## src/rtl/mcu_cmd_router_pkg.sv

```systemverilog
// Shared types and constants for the MCU command router.
package mcu_cmd_router_pkg;

  typedef enum logic [1:0] {
    ST_IDLE,
    ST_HEADER,
    ST_FORWARD,
    ST_DISCARD
  } router_state_t;

  localparam logic [7:0] DOUT_IDLE = 8'hFF;

  localparam logic [3:0] TGT_HID = 4'd0;
  localparam logic [3:0] TGT_OSD = 4'd1;
  localparam logic [3:0] TGT_SDC = 4'd2;
  localparam logic [3:0] TGT_SYS = 4'd3;

  localparam int WDOG_W = 16;

endpackage

```

## src/rtl/mcu_cmd_router_wdog.sv

```systemverilog
// Idle-cycle watchdog for the MCU command router: counts clocks without a
// strobe while a frame is open and flags expiry at TIMEOUT_CYCLES.
module mcu_cmd_router_wdog
  import mcu_cmd_router_pkg::*;
#(
  parameter int TIMEOUT_CYCLES = 65535
) (
  input  logic clk,
  input  logic reset,
  input  logic strobe,
  input  logic idle,
  output logic expire
);

  logic [WDOG_W-1:0] count;

  // NOTE: sequential state uses non-blocking assignments so every flop samples pre-edge values.
  always_ff @(posedge clk) begin
    if (reset || strobe || idle) count <= '0;
    else                         count <= count + 1'b1;
  end

  // A strobe on the expiry cycle restarts the count instead of aborting.
  assign expire = (count == WDOG_W'(TIMEOUT_CYCLES)) && !strobe && !idle;

endmodule

```

## src/rtl/mcu_cmd_router.sv

```systemverilog
// Routes MCU frames to one of NUM_TARGETS consumers by a leading select byte.
// Optional frame watchdog enabled by defining MCU_CMD_ROUTER_TIMEOUT_EN.
module mcu_cmd_router
  import mcu_cmd_router_pkg::*;
#(
  parameter int NUM_TARGETS    = 4,
  parameter int TIMEOUT_CYCLES = 65535
) (
  input  logic                     clk,
  input  logic                     reset,
  input  logic                     mcu_strobe,
  input  logic                     mcu_start,
  input  logic [7:0]               mcu_din,
  output logic [7:0]               mcu_dout,
  output logic [NUM_TARGETS-1:0]   tgt_strobe,
  output logic                     tgt_start,
  output logic [7:0]               tgt_din,
  input  logic [8*NUM_TARGETS-1:0] tgt_dout,
  output logic [3:0]               active_tgt,
  output logic                     busy,
  output logic                     bad_target,
  output logic                     timeout
);

  if (NUM_TARGETS < 1 || NUM_TARGETS > 16) begin : g_bad_num_targets
    $error("mcu_cmd_router: NUM_TARGETS out of range");
  end
  if (TIMEOUT_CYCLES < 1 || TIMEOUT_CYCLES > 65535) begin : g_bad_timeout
    $error("mcu_cmd_router: TIMEOUT_CYCLES out of range");
  end

  localparam logic [4:0] NT = 5'(NUM_TARGETS);

  router_state_t          state, state_d;
  logic                   start_evt, data_evt, sel_ok, expire;
  logic                   fwd, fwd_first;
  logic [NUM_TARGETS-1:0] strobe_d;
  logic [7:0]             ret_byte;

  assign start_evt = mcu_strobe && mcu_start;
  assign data_evt  = mcu_strobe && !mcu_start;
  assign sel_ok    = {1'b0, mcu_din[3:0]} < NT;
  assign busy      = (state != ST_IDLE);

`ifdef MCU_CMD_ROUTER_TIMEOUT_EN
  mcu_cmd_router_wdog #(
    .TIMEOUT_CYCLES(TIMEOUT_CYCLES)
  ) u_wdog (
    .clk   (clk),
    .reset (reset),
    .strobe(mcu_strobe),
    .idle  (state == ST_IDLE),
    .expire(expire)
  );
`else
  assign expire = 1'b0;
`endif

  always_ff @(posedge clk) begin
    if (reset) state <= ST_IDLE;
    else       state <= state_d;
  end

  // A start byte overrides everything, including a coincident watchdog expiry.
  always_comb begin
    // NOTE: default first so no path leaves state_d unassigned (no latch).
    state_d = state;
    if (start_evt)                            state_d = sel_ok ? ST_HEADER : ST_DISCARD;
    else if (expire)                          state_d = ST_IDLE;
    else if (data_evt && state == ST_HEADER)  state_d = ST_FORWARD;
  end

  always_comb begin
    fwd       = data_evt && (state == ST_HEADER || state == ST_FORWARD);
    fwd_first = (state == ST_HEADER);
    strobe_d  = '0;
    ret_byte  = DOUT_IDLE;
    for (int k = 0; k < NUM_TARGETS; k++) begin
      strobe_d[k] = fwd && (active_tgt == 4'(k));
      if ((state == ST_HEADER || state == ST_FORWARD) && active_tgt == 4'(k))
        ret_byte = tgt_dout[8*k +: 8];
    end
  end

  always_ff @(posedge clk) begin
    if (reset) begin
      tgt_strobe <= '0;
      tgt_start  <= 1'b0;
      tgt_din    <= 8'h00;
      mcu_dout   <= DOUT_IDLE;
      active_tgt <= TGT_HID;
      bad_target <= 1'b0;
      timeout    <= 1'b0;
    end else begin
      tgt_strobe <= strobe_d;
      tgt_start  <= fwd && fwd_first;
      if (fwd) tgt_din <= mcu_din;
      mcu_dout   <= ret_byte;
      if (start_evt && sel_ok) active_tgt <= mcu_din[3:0];
      bad_target <= start_evt && !sel_ok;
      timeout    <= expire;
    end
  end

endmodule

```

## config.mk

```make
export PLATFORM = sky130hd
export DESIGN_NAME = mcu_cmd_router
export DESIGN_NICKNAME = d
export VERILOG_FILES = /design/src/rtl/mcu_cmd_router_pkg.sv /design/src/rtl/mcu_cmd_router_wdog.sv /design/src/rtl/mcu_cmd_router.sv
export SDC_FILE = /design/constraint.sdc
export NUM_CORES = 1
export LEC_CHECK = 0
export BUFFER_PORTS_ARGS = -buffer_cell sky130_fd_sc_hd__buf_2
export CELL_PAD_IN_SITES_DETAIL_PLACEMENT = 1
export CELL_PAD_IN_SITES_GLOBAL_PLACEMENT = 1
export CORE_UTILIZATION = 30
export CTS_CLUSTER_DIAMETER = 60
export DETAILED_ROUTE_END_ITERATION = 7
export PLACE_DENSITY_LB_ADDON = 0.1
export SETUP_SLACK_MARGIN = 0.2
export SKIP_LAST_GASP = 1
export SYNTH_ARGS = -nofsm -noshare
export SYNTH_HDL_FRONTEND = slang
export SYNTH_SLANG_ARGS = --single-unit
```

## constraint.sdc

```tcl
create_clock -name clk -period 2 [get_ports clk]
set_input_delay 0.3 -clock clk [delete_from_list [all_inputs] [get_ports clk]]
set_output_delay 0.3 -clock clk [all_outputs]
set_load 0.01 [all_outputs]
```

==> reports/results.tsv <==
metric	value	unit
r2r_setup_slack	0.34	ns
drt-initial-drc-count	29	
critPathLaunchType	flop	
cts_tree	done	
multi_input_area	672	um2
core	4090	um2
leakagePower	0.000865	uW
postRouteAntennaNets	0	
finalWorstSetupSlack	0.335	ns
grt_pass1_vias	1183	
root_buffer	clkbuf_8	
synth_top_area_cell	dfxtp_1	
hold_viol	0	
hp-start	mcu_din[6]	
post_cts_resized	0	
track_usage	17.1	%
port_buffers	70	
syn_nets	184	
reg2reg_from	state[0]	
grt_max_degree	25	
tns	0	ns
finalWorstPathRequiredPeriod	1.66	ns
fin_crit_sh	83.2	%
rsz0062_at_grt	false	
slew_violations	0	
n_fill_cell	516	
powerDensity	702	nW/um2
layout_common_cells	buf_2 (70), dfxtp_1 (28), nor2_1 (13), nor3_1 (10), mux2i_1 (10)	
yosysSeqAreaShare	43.2	%
cap_viol_max_count	0	
path_class	flop to flop	
cts.clk_slew.worst_paths	0.10	ns
cts.sinks	28	
cp_data_arrival_time	1.83	ns
required	2.17	ns
yosys_warnings	0	
seq_area	561	um2
die_area	4590	um2
final_common_cell	buf_2	
ios	72	
diodes	0	
cts_max_level	1	
dp_slack	0.319	ns
synthCells	138	
drc_errors	0	
wl_per_cell	14.9	um
grt_pass1_wl	5790	um
status	finished clean	
antenna_found_initial	0	
clockBufferDepth	2	
synth_seq_cells	28	
nets	253	
design_area	1780	um2
rows	23	
syn_to_final_growth	37.1	%
via_per_inst	4.93	
overflow	0	
drt_pass1_iterations	4	
cp_max_fo	4	
cts_buffers	3	
skew	0.00533	ns
initial_core_util	31.7	%
reg2reg_depth	5	
cts_setup_buffers	0	
ctsHoldBuffers	0	
synth_area_per_cell	9.39	um2
hold_end	tgt_din[6]	
die_w	67.7	um
fmax	601	MHz
synth_area	1300	um2
drive_above_1_share	41.7	%
ir_drop	421	uV
reg2reg_to	mcu_dout[0]	
finalWirelength	3820	um
synth.distinct_cells	33	
synth_top_area_share	43.2	%
hp-class	input port to flop	
finalSetupViolations	0	
synth_area_leaders	dfxtp_1 (43%), mux2i_1 (7.7%), a22o_1 (4.7%), nand2b_1 (4.3%), nor3b_1 (4.1%)	
min_path_cells	3	
finalWeightedCongestion	0.741	
cp-end-kind	flop	
insertion_delay	0.27	ns
postPlaceCellArea	1690	um2
vias	1263	
die_h	67.7	um
hpwl	2890	um
-- layer usage --
| layer | up-vias | global-route usage (%) | wire, um |
|---|---|---|---|
| met5 | - | 0 | 0 |
| li1 | 622 | - | - |
| met2 | 32 | 30.2 | 1930 |
| met4 | 0 | 4.79 | 19 |
| met3 | 2 | 2.36 | 200 |
| met1 | 607 | 21.4 | 1660 |
-- cell families after synthesis --
logic type | count (synthesis) | share of synthesized area [%]
buffers and inverters | 15 | 5.89
adders and majority gates | 2 | 1.93
DFF | 28 | 43.2
AOI/OAI and AO/OA | 26 | 13.4
muxes | 10 | 7.72
other | 1 | 0.289
and+or+nand+nor | 56 | 27.5
-- final cells by class --
| class | count | area share [%] |
|---|---|---|
| Clock buffer | 3 | 2.32 |
| Clock inverter | 1 | 1.69 |
| Inverter | 3 | 0.634 |
| Multi-Input combinational cell | 95 | 37.8 |
| Sequential cell | 28 | 31.5 |
| Tap cell | 50 | 3.52 |
| Timing Repair Buffer | 76 | 22.5 |
-- worst max path at each step --
stage / endpoint / startpoint / slack (ns)
after floorplan: tgt_strobe[2] / state[0] / 0.35
after global placement: mcu_dout[0] / state[0] / 0.38
after detailed placement: mcu_dout[0] / state[0] / 0.32
after CTS: mcu_dout[0] / state[0] / 0.28
after global routing: mcu_dout[0] / state[0] / 0.25
final: mcu_dout[0] / state[0] / 0.34
-- where the power goes --
part	total [uW]	switching (uW)	internal, uW
Combinational	215	104	111
Clock	445	178	268
Sequential	586	8.21	578
-- flip-flops by register name, indices dropped and copies added (netlist names) --
signal,flops
bad_target,1
mcu_dout,8
tgt_strobe,4
tgt_start,1
tgt_din,8
state,2
active_tgt,4
-- through the flow --
step | cells | hold WS, ns | util, % | total power (uW)
6_report | 256 | 0.259 | 43.5 | 1250
3_3_place_gp | 252 | 0.471 | 41.3 | 801
3_5_place_dp | 252 | 0.482 | 41.3 | 808
5_1_grt | 256 | 0.263 | 43.5 | 1300
4_1_cts | 256 | 0.254 | 43.1 | 1260
2_1_floorplan | 138 | 0.394 | - | 715
-- worst max-delay path, cell delays in order, from the launching register on --
cell,delay [ns]
dfxtp_1,0.36
inv_1,0.08
ha_4,0.28
nor3b_4,0.20
or3b_1,0.37
a211o_1,0.27
-- cells in the mapped netlist --
cell type   n
a211o_1     1
a211oi_1    1
a21oi_1     1
a22o_1      7
a22oi_1     1
a31oi_1     7
and2_1      4
and3_1      1
and4bb_1    1
and4bb_2    1
buf_2       4
buf_4       2
buf_6       1
clkbuf_1    5
conb_1      1
dfxtp_1    28
ha_1        2
inv_1       3
mux2i_1    10
nand2_1     3
nand2b_1    9
nand3b_2    1
nor2_1     13
nor3_1     10
nor3b_1     7
nor3b_2     1
nor3b_4     1
nor4b_1     1
nor4bb_1    1
o21ai_0     1
o21ai_1     7
or3b_1      1
or4_4       1
No activity file was read; power rests on OpenSTA's default activity.
